--- config.mk ---
export PLATFORM = sky130hd
export DESIGN_NAME = updown_counter_mod
export DESIGN_NICKNAME = d
export VERILOG_FILES = /design/src/rtl/counter_pkg.sv /design/src/rtl/prescaler.sv /design/src/rtl/updown_counter_mod.sv
export SDC_FILE = /design/constraint.sdc
export NUM_CORES = 1
export LEC_CHECK = 0
export ABC_AREA = 1
export BUFFER_PORTS_ARGS = -buffer_cell sky130_fd_sc_hd__clkbuf_2
export CAP_MARGIN = 20
export CORE_MARGIN = 2
export CORE_UTILIZATION = 39
export CTS_CLUSTER_DIAMETER = 40
export DETAILED_ROUTE_END_ITERATION = 12
export PLACE_DENSITY = 0.63
export SLEW_MARGIN = 20
export SYNTH_ARGS = -nofsm -noshare
export SYNTH_HDL_FRONTEND = slang
export SYNTH_SLANG_ARGS = --single-unit
--- constraint.sdc ---
create_clock -name clk -period 6.03 [get_ports clk]
set_input_delay 1.206 -clock clk [delete_from_list [all_inputs] [get_ports clk]]
set_output_delay 1.206 -clock clk [all_outputs]
set_load 0.01 [all_outputs]
--- src/rtl/counter_pkg.sv ---
// rtl/counter_pkg.sv - shared direction and mode encodings for the phase counter
package counter_pkg;
    localparam logic DIR_UP       = 1'b0;
    localparam logic DIR_DOWN     = 1'b1;
    localparam logic MODE_WRAP    = 1'b0;
    localparam logic MODE_ONESHOT = 1'b1;
endpackage

--- src/rtl/prescaler.sv ---
// rtl/prescaler.sv - divides enabled clk cycles down to one count tick every PRESCALE cycles
module prescaler #(
    parameter int PRESCALE = 1,
    parameter int PW       = $clog2(PRESCALE) + 1
) (
    input  logic clk,
    input  logic rst,
    input  logic clr,
    input  logic en,
    output logic tick
);
    localparam logic [PW-1:0] LAST = PW'(PRESCALE - 1);

    logic [PW-1:0] count;

    always_ff @(posedge clk or posedge rst) begin
        if (rst) begin
            count <= '0;
        end else if (clr) begin
            count <= '0;
        end else if (en) begin
            count <= (count == LAST) ? '0 : count + 1'b1;
        end
    end

    assign tick = en & (count == LAST);
endmodule

--- src/rtl/updown_counter_mod.sv ---
// rtl/updown_counter_mod.sv - prescaled up/down counter with load, modulo limit, wrap/one-shot and tc pulse
module updown_counter_mod
    import counter_pkg::*;
#(
    parameter int N        = 11,
    parameter int PRESCALE = 1,
    localparam int PW      = $clog2(PRESCALE) + 1
) (
    input  logic         clk,
    input  logic         rst,
    input  logic         load,
    input  logic         en,
    input  logic         dir,
    input  logic         mode,
    input  logic [N-1:0] value,
    input  logic [N-1:0] limit,
    output logic [N-1:0] out,
    output logic         tc,
    output logic         done
);
    logic tick;
    logic step;
    logic at_top;
    logic at_zero;

    prescaler #(
        .PRESCALE(PRESCALE),
        .PW      (PW)
    ) u_prescaler (
        .clk (clk),
        .rst (rst),
        .clr (load),
        .en  (en),
        .tick(tick)
    );

    // >= rather than == so a loaded value above limit still terminates on the next up step
    assign at_top  = (out >= limit);
    assign at_zero = (out == '0);
    assign step    = tick & ~load & ~done;

    always_ff @(posedge clk or posedge rst) begin
        if (rst) begin
            out  <= '0;
            tc   <= 1'b0;
            done <= 1'b0;
        end else if (load) begin
            out  <= value;
            tc   <= 1'b0;
            done <= 1'b0;
        end else if (step) begin
            if (dir == DIR_UP) begin
                if (at_top) begin
                    tc <= 1'b1;
                    if (mode == MODE_ONESHOT) begin
                        out  <= limit;
                        done <= 1'b1;
                    end else begin
                        out <= '0;
                    end
                end else begin
                    out <= out + 1'b1;
                    tc  <= 1'b0;
                end
            end else begin
                if (at_zero) begin
                    tc <= 1'b1;
                    if (mode == MODE_ONESHOT) begin
                        done <= 1'b1;
                    end else begin
                        out <= limit;
                    end
                end else begin
                    out <= out - 1'b1;
                    tc  <= 1'b0;
                end
            end
        end else begin
            tc <= 1'b0;
        end
    end
endmodule

Word-level counts from Yosys, hierarchy flattened. Index checks and enable logic that the tools add are counted.

RAM bits: 0. Latch bits: 0. Bits of input ports: 28. Memories: 0. Output and inout bits: 13. Memory bits (read-only): 0. Register bits after elaboration: 14. Logic and storage cells: 43.

Eq/ne operators: 2. Add/sub/neg operators: 3. Shift operators: 0. Reduce and logical (&&, ||, !) cells: 6. Bitwise operators: 6. Magnitude comparators: 1. Mux-type cells: 21. $mul: 0. Divide/modulo/power cells: 0.

Operators with widths (number): $mux 11 (7); $mux 1 (14); $add 11x1->11 const B (1); $ge 11x11->1 (1); $logic_not 11->1 (1); $sub 11x1->11 const B (1); $ne 4x4->1 const B (1); $reduce_bool 2->1 (2); $and 1x1->1 (3); $ne 3x2->1 const B (1); $not 1->1 (3); $reduce_and 3->1 (1); $reduce_bool 3->1 (1); $reduce_and 2->1 (1); $add 1x1->1 const B (1).

Longest topological paths before layout. Gate-level depths: netlist of the first run.

Depth in word-level cells: 6. Gate-level depth with buffers: 15. Mapped depth without buffers: 15.

By module. From an unflattened synthesis of the first run, not the netlist that was laid out.

Cells, all modules: 313. Area total of the unflattened synthesis: 1939.4 µm².

Modules (own cells, without submodules): updown_counter_mod (cells an instance 312, sequential area each 325.3 µm², times used 1, area an instance 1931.9 µm²); prescaler (cells an instance 1, sequential area each 0.0 µm², times used 1, area an instance 7.5 µm²).

Least setup slack after synthesis of the first run. OpenSTA, ideal clock, no wires.

Path kind: in2reg. From: input port limit[10]. To: register out[10]. Arrival time: 2.526 ns. Library setup time: 0.117 ns. Path slack: 3.388 ns. Required time: 5.913 ns. Stages: 12. Buffers on the path: 0. Path through: inv_1 > ha_1 > nand2_1 > inv_1 > a21oi_1 > nand2_1 > nor2_2 > nand3_1 > nand3_1 > nand2_1 > nand2_1 > nand2_1.

Longest elaborated chain between the ends: 5.

RTL lines: start: declaration (line updown_counter_mod.sv:16) `input logic [N-1:0] limit,`; $ge 11x11->1 (tied with other cells) (line updown_counter_mod.sv:38) `assign at_top = (out >= limit);`; $mux 11, on equally long branches (line updown_counter_mod.sv:53, updown_counter_mod.sv:66); $mux 11 (*) (line updown_counter_mod.sv:52) `if (dir == DIR_UP) begin`; $mux 11 (*) (line updown_counter_mod.sv:51) `end else if (step) begin`; $mux 11 (*) (line updown_counter_mod.sv:47) `end else if (load) begin`; end signal: assignment (line updown_counter_mod.sv:48) `out <= value;`; end signal: assignment (line updown_counter_mod.sv:56) `out <= limit;`; end signal: assignment (line updown_counter_mod.sv:62) `out <= out + 1'b1;`; end: declaration (line updown_counter_mod.sv:17) `output logic [N-1:0] out,`.

Mark *: on every way between the ends. The rest lies on a longest branch, timed or not. The select of a mux whose other input is x is not followed. A chain may end at the register's enable or synchronous reset.

Final worst setup path of the first run.
From: input port limit[10]. To: register out[7].

Longest elaborated chain between the ends: 5.

RTL lines: $ge 11x11->1 (line updown_counter_mod.sv:38); $mux 11 (line updown_counter_mod.sv:53) `if (at_top) begin`; $mux 11 (line updown_counter_mod.sv:52); $mux 11 (line updown_counter_mod.sv:51); $mux 11 (line updown_counter_mod.sv:47).

Every way passes these cells. The select of a mux whose other input is x is not followed.

==> results.sh, run 1 <==
export IMPL_status="finished, final reports clean"
export IMPL_p_leak_uw=0.00120
export IMPL_worst_setup_path_type="in2reg"
export IMPL_die_x_um=73.4
export IMPL_yosys_area_top_type="nand2_1"
export IMPL_initial_core_util_pct=40.0
export IMPL_power_switching_uw=214
export IMPL_clock_fmax_ghz=0.356
export IMPL_syn_nets=365
export IMPL_clk_latency_ps=250
export IMPL_critPathSlowestCell="nor2_2"
export IMPL_r2r_start="out[0]"
export IMPL_area_delta_synth_final_pct=12.8
export IMPL_synth_flop_cell="dfrtp_1"
export IMPL_grt_usage_pct=22.1
export IMPL_viasPerCell=5.11
export IMPL_cts_resized=0
export IMPL_clock_path_buffers=2
export IMPL_gp_congestion=0.888
export IMPL_vdd_drop_max_mv=0.119
export IMPL_rows=25
export IMPL_r2r_end="out[8]"
export IMPL_io_pins=41
export IMPL_power_density_nw_per_um2=212
export IMPL_cts_buffers_inserted=3
export IMPL_coreArea_um2=4690
export IMPL_ys_ff_latch=13
export IMPL_syn_cell_area_um2=1880
export IMPL_rr_worst_depth=11
export IMPL_clkPwrFrac_pct=17.7
export IMPL_finalHoldViolations=0
export IMPL_dp_hpwl_um=4240
export IMPL_holdBufCountCts=0
export IMPL_pwr_share_comb_pct=50.3
export IMPL_ant_nets=0
export IMPL_drc=0
export IMPL_chipHeight_um=73.4
export IMPL_crit_path_frequent_cell="nand2_1"
export IMPL_hp_class="reg2reg"
export IMPL_synth_top_area_share_pct=22.6
export IMPL_clkTransAtPathRegs_ps=60
export IMPL_clock_skew_ps=4.08
export IMPL_power_frac_seq_pct=32.0
export IMPL_rsz0062_at_grt="false"
export IMPL_crit_required_ps=6170
export IMPL_port_buffers=40
export IMPL_vias=2096
export IMPL_tns_ps=0
export IMPL_synthTopCellsByArea="nand2_1 (23%), dfrtp_1 (17%), nor2_1 (10%)"
export IMPL_cts_tree="built"
export IMPL_firstDrtPassIters=5
export IMPL_setup_worst_path_end_class="flop"
export IMPL_critPathLaunchType="input pin"
export IMPL_async_flop_share_pct=100
export IMPL_dieArea_um2=5380
export IMPL_p_sw_share_pct=47.8
export IMPL_nNetsFinal=398
export IMPL_root_buffer="clkbuf_8"
export IMPL_synth_edf_count=0
export IMPL_critPathLaunch="limit[10]"
export IMPL_fin_util_pct=45.1
export IMPL_drtIter0Drc=89
export IMPL_nFillCells=522
export IMPL_relSlewSlack_pct=55.2
export IMPL_grt_pass1_wl_um=9340
export IMPL_ys_seq_area_share_pct=17.3
export IMPL_grt_pass1_vias=1914
export IMPL_overflow=0
export IMPL_path_cells="clkbuf_2 > inv_1 > ha_1 > nand2_1 > inv_1 > a21oi_1 > nand2_1 > nor2_2 > nand2_1 > nand3_1 > nand3_1 > nand2_1 > nand2_1"
export IMPL_cp_arrival_ps=2940
export IMPL_netlist_cell_type_count=32
export IMPL_drive_above_1_share_pct=14.9
export IMPL_syn_inst=324
export IMPL_reg2reg_slack_ps=3480
export IMPL_drt_wl_total_um=5420
export IMPL_internal_power_uw=234
export IMPL_grt_max_degree=23
export IMPL_crit_path_end="out[7]"
export IMPL_maxCapViolCount=0
export IMPL_drv_slew=0
export IMPL_antenna_cells=0
export IMPL_wl_per_cell_um=13.2
export IMPL_fin_crit_sh_pct=46.5
export IMPL_postSynthAreaPerCell_um2=5.79
export IMPL_worst_slew_pin_slew_ps=671
export IMPL_antenna_found_initial=0
export IMPL_critPathMaxStageDelay_ps=380
export IMPL_crit_fanout=10
export IMPL_h_tree_depth=1
export IMPL_cts_setup_buffers=0
export IMPL_period_minus_slack_ps=2810
export IMPL_cts_num_sinks=13
export IMPL_finalSetupViolCount=0
export IMPL_yosys_warnings=0
==> logic make-up after synthesis <==
group / count (synthesis) / share of synthesized area [%]
xor gates and xnor gates: 7 / 3.27
AOI/OAI and AO/OA: 30 / 10.3
and+or+nand+nor: 211 / 48.9
adders and majority gates: 13 / 8.67
DFF: 13 / 17.3
buffers and inverters: 50 / 11.5
==> power groups by stage <==
stage	registers, µW	clock network [µW]	logic, µW
floorplan	127	0	178
global placement	145	0	223
detailed placement	146	0	225
CTS	144	80.5	226
global route	147	83.3	266
finish	143	79.3	226
==> cell usage in the layout (no fill, tap or decap) <==
master and count:
clkinv_1 2, xnor2_1 1, nor2_4 1, xor2_1 6
clkbuf_1 1, nor2_1 50, inv_2 1, nand2_1 113
nand3_2 1, nand4_1 7, o21ai_1 1, nand3b_1 1
o211ai_1 5, nor3_4 1, o21bai_1 4, clkbuf_8 3
a21oi_1 8, clkinv_2 1, clkbuf_2 40, a31oi_1 1
o221ai_1 1, ha_1 13, nor2_8 1, nor3b_1 1
inv_1 34, dfrtp_1 13, nand2_4 2, o21ai_0 9
nand3_1 32, nor2_2 1, a31oi_4 1
==> flip-flops by register name, indices dropped and copies added, names as in the netlist <==
name	flops
out	11
done	1
tc	1
==> routing by layer <==
metal / part of all wire (%) / wire length (µm) / GRT usage, % / vias up
li1: - / - / - / 1095
met1: 48 / 2580 / 29.7 / 934
met2: 48 / 2570 / 39.2 / 67
met3: 4.7 / 257 / 3.16 / 0
met4: 0 / 0 / 1.62 / 0
met5: 0 / 0 / 0 / -
==> through the flow <==
stage               hold WS (ps)  setup slack [ps]  cell area [µm²]  power [µW]  cells
floorplan                    604              3390             1880         305    324
global placement             569              3060             2070         368    406
detailed placement           577              2990             2070         371    406
CTS                          593              3250             2120         451    410
global route                 636              2920             2120         497    410
finish                       585              3220             2120         448    410
==> cell usage after synthesis (2+ instances only) <==
master	instances
buf_6	3
nand4_1	7
dfrtp_1	13
clkinv_1	2
inv_1	34
xor2_1	6
clkbuf_1	7
ha_1	13
o21bai_1	4
o21ai_0	9
nand3_1	32
a21oi_1	8
nand2_4	2
o211ai_1	5
nand2_1	113
nor2_1	50
==> critical path, delay by kind of cell <==
family | cells | cell delay, ps
buf+inv | 3 | 210
compound gates | 1 | 140
fa+ha+maj | 1 | 300
simple gates | 8 | 1100
==> layout make-up <==
cell class                 count  area (µm²)  share of cell area (%)
clock buffer                   4        45.0                    2.13
timing repair buffer          40         200                    9.46
tap                           54        67.6                    3.19
sequential                    13         325                    15.4
multi-input combinational    261        1340                    63.1
inverter                      38         144                    6.80
==> worst min path at each step <==
| stage | startpoint | end | slack, ps | depth (start not counted) |
|---|---|---|---|---|
| 6_report | done | tc | 580 | 3 |
| 5_1_grt | done | tc | 640 | 3 |
| 4_1_cts | done | tc | 590 | 3 |
| 3_5_place_dp | done | tc | 580 | 3 |
| 3_3_place_gp | done | tc | 570 | 3 |
| 2_1_floorplan | out[1] | out[1] | 600 | 2 |
Power figures use the tool's default switching activity.
==> run 2: changes to the inputs <==
clock period = 2.7 ns   (was 6.03 ns; I/O delays follow)
==> results.sh, run 2 (same netlist as run 1, synthesis figures left out) <==
export IMPL_fin_util_pct=46.4
export IMPL_wl_per_cell_um=13.2
export IMPL_grt_pass1_wl_um=9130
export IMPL_worst_setup_path_type="reg2reg"
export IMPL_initial_core_util_pct=40.0
export IMPL_grt_pass1_vias=1901
export IMPL_dp_hpwl_um=4350
export IMPL_setup_ws_ps=427
export IMPL_cts_buffers_inserted=3
export IMPL_largest_register_ffs=11
export IMPL_rr_worst_depth=13
export IMPL_critPathLaunch="out[3]"
export IMPL_setup_worst_path_end_class="flop"
export IMPL_largest_register="out"
export IMPL_maxCapViolCount=0
export IMPL_relSlewSlack_pct=65.4
export IMPL_vias=2109
export IMPL_chipHeight_um=73.4
export IMPL_clk_latency_ps=240
export IMPL_antenna_found_initial=0
export IMPL_coreArea_um2=4690
export IMPL_ant_nets=0
export IMPL_tns_ps=0
export IMPL_nNetsFinal=406
export IMPL_crit_fanout=10
export IMPL_firstDrtPassIters=4
export IMPL_dieArea_um2=5380
export IMPL_h_tree_depth=1
export IMPL_rsz0062_at_grt="false"
export IMPL_rows=25
export IMPL_period_minus_slack_ps=2270
export IMPL_cts_num_sinks=13
export IMPL_port_buffers=40
export IMPL_grt_usage_pct=21.7
export IMPL_reg2reg_slack_ps=430
export IMPL_critPathMaxStageDelay_ps=620
export IMPL_p_leak_uw=0.00124
export IMPL_clock_fmax_ghz=0.440
export IMPL_power_density_nw_per_um2=473
export IMPL_post_place_ws_ps=282
export IMPL_critPathSlowestCell="dfrtp_1"
export IMPL_finalHoldViolations=0
export IMPL_critPathLaunchType="flop"
export IMPL_drt_wl_total_um=5500
export IMPL_holdWs_ps=300
export IMPL_drtIter0Drc=134
export IMPL_crit_path_frequent_cell="nand2_1"
export IMPL_path_cells="ha_1 > nand2_1 > inv_1 > nand2_1 > nor2_1 > nand2_1 > nand2_1 > nor2_2 > nand2_1 > nand3_1 > nand3_1 > nand2_1 > nand2_1"
export IMPL_clock_skew_ps=0.593
export IMPL_viasPerCell=5.05
export IMPL_root_buffer="clkbuf_8"
export IMPL_cts_setup_buffers=0
export IMPL_holdBufCountCts=0
export IMPL_antenna_cells=0
export IMPL_largestRegisters="out: 11 flops, done: 1 flops, tc: 1 flops"
export IMPL_cp_arrival_ps=2410
export IMPL_vdd_drop_max_mv=0.196
export IMPL_status="finished, final reports clean"
export IMPL_final_common_cell="nand2_1"
export IMPL_p_total_uw=1030
export IMPL_clkTransAtPathRegs_ps=60
export IMPL_r2r_start="out[3]"
export IMPL_drv_slew=0
export IMPL_die_x_um=73.4
export IMPL_drive_above_1_share_pct=16.8
export IMPL_io_pins=41
export IMPL_fin_crit_sh_pct=84.2
export IMPL_worst_slew_pin_slew_ps=519
export IMPL_finalSetupViolCount=0
export IMPL_drc=0
export IMPL_crit_required_ps=2830
export IMPL_final_cell_mix="nand2_1 (113), nor2_1 (50), clkbuf_2 (40)"
export IMPL_area_delta_synth_final_pct=16.0
export IMPL_r2r_end="out[7]"
export IMPL_clock_path_buffers=2
export IMPL_overflow=0
export IMPL_hp_class="in2async"
export IMPL_cts_tree="built"
export IMPL_grt_max_degree=23
export IMPL_crit_path_end="out[7]"
export IMPL_cts_resized=0
export IMPL_gp_congestion=0.887
-- run 2: cell types whose count changed in the layout (fill, tap and decap cells not counted) --
cell | previous run | this run
buf_4 | 0 | 8
-- run 2: stage by stage --
step	std cells	cell area [µm²]
finish	418	2180
floorplan	324	1880
global placement	414	2130
global route	418	2180
CTS	418	2180
detailed placement	414	2130
-- run 2: layer usage --
| metal | GRT usage, % | up-vias | part of all wire [%] |
|---|---|---|---|
| li1 | - | 1113 | - |
| met4 | 3.23 | 0 | 1.1 |
| met1 | 30.7 | 927 | 47 |
| met3 | 3.57 | 5 | 5.3 |
| met5 | 0 | - | 0 |
| met2 | 35.3 | 64 | 46 |
-- run 2: layout make-up --
class,count,area [µm²]
Inverter,38,144
Fill cell,518,2510
Tap cell,54,67.6
Sequential cell,13,325
Multi-Input combinational cell,261,1340
Timing Repair Buffer,48,260
Clock buffer,4,45.0
-- run 2: worst min-delay path by stage --
stage          from     end  slack, ps
2_1_floorplan   rst    done        420
3_3_place_gp   done      tc        570
3_5_place_dp    rst  out[7]        580
4_1_cts         rst  out[7]        320
5_1_grt         rst    done        350
6_report        rst    done        300
-- run 2: where the power goes --
part	leakage [µW]	internal, µW	switching [µW]
Clock	0.0000228	104	75.3
Combinational	0.00106	215	339
Sequential	0.000158	224	72.4
-- run 2: worst max-delay path, delay by kind of cell, from the launching register on --
family	cells	cell delay (ps)
adder cells (fa/ha/maj)	1	320
buffers and inverters	1	50
flip-flops	1	620
AND/OR/NAND/NOR	11	1170
==> run 3: changes to the inputs <==
PLACE_DENSITY = 0.65   (was 0.63)
clock period = 2 ns   (was 2.7 ns; I/O delays follow)
==> results.sh, run 3 (same netlist as run 1, synthesis figures left out) <==
export IMPL_status="finished, final reports clean"
export IMPL_io_pins=41
export IMPL_viasPerCell=5.00
export IMPL_antenna_found_initial=0
export IMPL_critPathSlowestCell="dfrtp_2"
export IMPL_fin_util_pct=54.9
export IMPL_overflow=0
export IMPL_drtIter0Drc=111
export IMPL_largest_register="out"
export IMPL_power_density_nw_per_um2=625
export IMPL_reg2reg_slack_ps=110
export IMPL_critPathLaunchType="flop"
export IMPL_cts_tree="built"
export IMPL_r2r_end="out[8]"
export IMPL_port_buffers=40
export IMPL_grt_pass1_wl_um=9500
export IMPL_coreArea_um2=4690
export IMPL_rows=25
export IMPL_period_minus_slack_ps=1890
export IMPL_largestRegisters="out: 11 flops, done: 1 flops, tc: 1 flops"
export IMPL_vias=2258
export IMPL_wl_per_cell_um=13.4
export IMPL_grt_pass1_vias=2047
export IMPL_grt_max_degree=17
export IMPL_path_cells="inv_2 > ha_4 > nand2_4 > nor2_4 > nand2_4 > inv_4 > nand3_2 > a31oi_4 > buf_6 > nor2_1 > nand2_1 > nand2_1"
export IMPL_cp_arrival_ps=2040
export IMPL_grt_usage_pct=22.9
export IMPL_crit_fanout=8
export IMPL_multiInputGateArea_um2=1430
export IMPL_final_cell_mix="nand2_1 (106), nor2_1 (46), clkbuf_2 (40)"
export IMPL_largest_register_ffs=11
export IMPL_rr_worst_depth=12
export IMPL_die_x_um=73.4
export IMPL_antenna_cells=0
export IMPL_final_common_cell="nand2_1"
export IMPL_cp_top_family="simple AND/OR/NAND/NOR gates"
export IMPL_relSlewSlack_pct=61.5
export IMPL_design_area_um2=2570
export IMPL_clock_path_buffers=2
export IMPL_ant_nets=0
export IMPL_critPathBufInv=3
export IMPL_drc=0
export IMPL_dieArea_um2=5380
export IMPL_clock_fmax_ghz=0.530
export IMPL_drv_slew=0
export IMPL_clk_latency_ps=250
export IMPL_p_leak_uw=0.00142
export IMPL_fin_crit_sh_pct=94.4
export IMPL_r2r_start="out[1]"
export IMPL_drive_above_1_share_pct=28.6
export IMPL_chipHeight_um=73.4
export IMPL_gp_congestion=0.920
export IMPL_placed_area_um2=2330
export IMPL_worst_slew_pin_slew_ps=576
export IMPL_clkTransAtPathRegs_ps=70
export IMPL_h_tree_depth=1
export IMPL_critPathMaxStageDelay_ps=480
export IMPL_cts_num_sinks=13
export IMPL_holdBufCountCts=0
export IMPL_layout_area_seq_um2=327
export IMPL_area_delta_synth_final_pct=37.2
export IMPL_initial_core_util_pct=40.0
export IMPL_maxCapViolCount=0
export IMPL_hp_class="in2async"
export IMPL_nNetsFinal=440
export IMPL_firstDrtPassIters=4
export IMPL_setup_worst_path_end_class="flop"
export IMPL_clock_skew_ps=3.09
export IMPL_finalSetupViolCount=0
export IMPL_finalHoldViolations=0
export IMPL_crit_required_ps=2150
export IMPL_vdd_drop_max_mv=0.339
export IMPL_drt_wl_total_um=6050
export IMPL_cts_buffers_inserted=3
export IMPL_root_buffer="clkbuf_8"
export IMPL_nFillCells=502
export IMPL_worst_setup_path_type="reg2reg"
export IMPL_dp_hpwl_um=4670
==> run 3: cell count changes in the layout (fill, tap and decap cells not counted), sizes merged <==
cell    before  now
inv         35   36
buf          8   41
clkinv       3    2
clkbuf      44   45
==> run 3: metrics by stage <==
stage | power, µW | setup slack, ps | hold slack, ps | setup TNS [ps] | std cells
after floorplan | 926 | 22.3 | 277 | 0 | 324
after global placement | 1220 | -15.1 | 475 | -24.9 | 440
after detailed placement | 1230 | -58.3 | 480 | -444 | 440
after CTS | 1500 | 84.9 | 204 | 0 | 444
after global routing | 1760 | -9.63 | 235 | -9.63 | 452
final | 1610 | 111 | 174 | 0 | 452
==> run 3: area by class of cell <==
type / count / share of cell area [%]
Sequential cell: 13 / 12.7
Clock buffer: 4 / 1.75
Tap cell: 54 / 2.62
Multi-Input combinational cell: 261 / 55.6
Inverter: 38 / 5.64
Timing Repair Buffer: 82 / 21.7
==> run 3: worst max-delay path by stage <==
stage / endpoint / slack (ps) / cells after the start / from
3_5_place_dp: out[10] / -60 / 13 / limit[10]
2_1_floorplan: out[0] / 20 / 13 / out[0]
6_report: out[8] / 110 / 12 / out[1]
5_1_grt: out[3] / -10 / 14 / out[9]
4_1_cts: out[4] / 80 / 13 / out[1]
3_3_place_gp: out[3] / -20 / 16 / limit[10]
==> run 3: power by group <==
part	internal (µW)	total [µW]	switching [µW]	leakage, µW
clock network	141	261	119	0.0000228
logic	431	1000	573	0.00124
registers	304	345	40.7	0.000157
total	877	1610	733	0.00142
==> run 3: timing repair <==
action,in CTS,in global routing
gates resized for setup,0,30
setup buffers,0,7
endpoints found under the setup margin,0,12
==> run 3: layer usage <==
metal | share of wire (%) | global-route usage [%] | vias to the layer above
met2 | 49 | 40.2 | 56
met5 | 0 | 0 | -
li1 | - | - | 1179
met4 | 0.60 | 4.24 | 0
met3 | 4.3 | 4.25 | 6
met1 | 46 | 29.3 | 1017
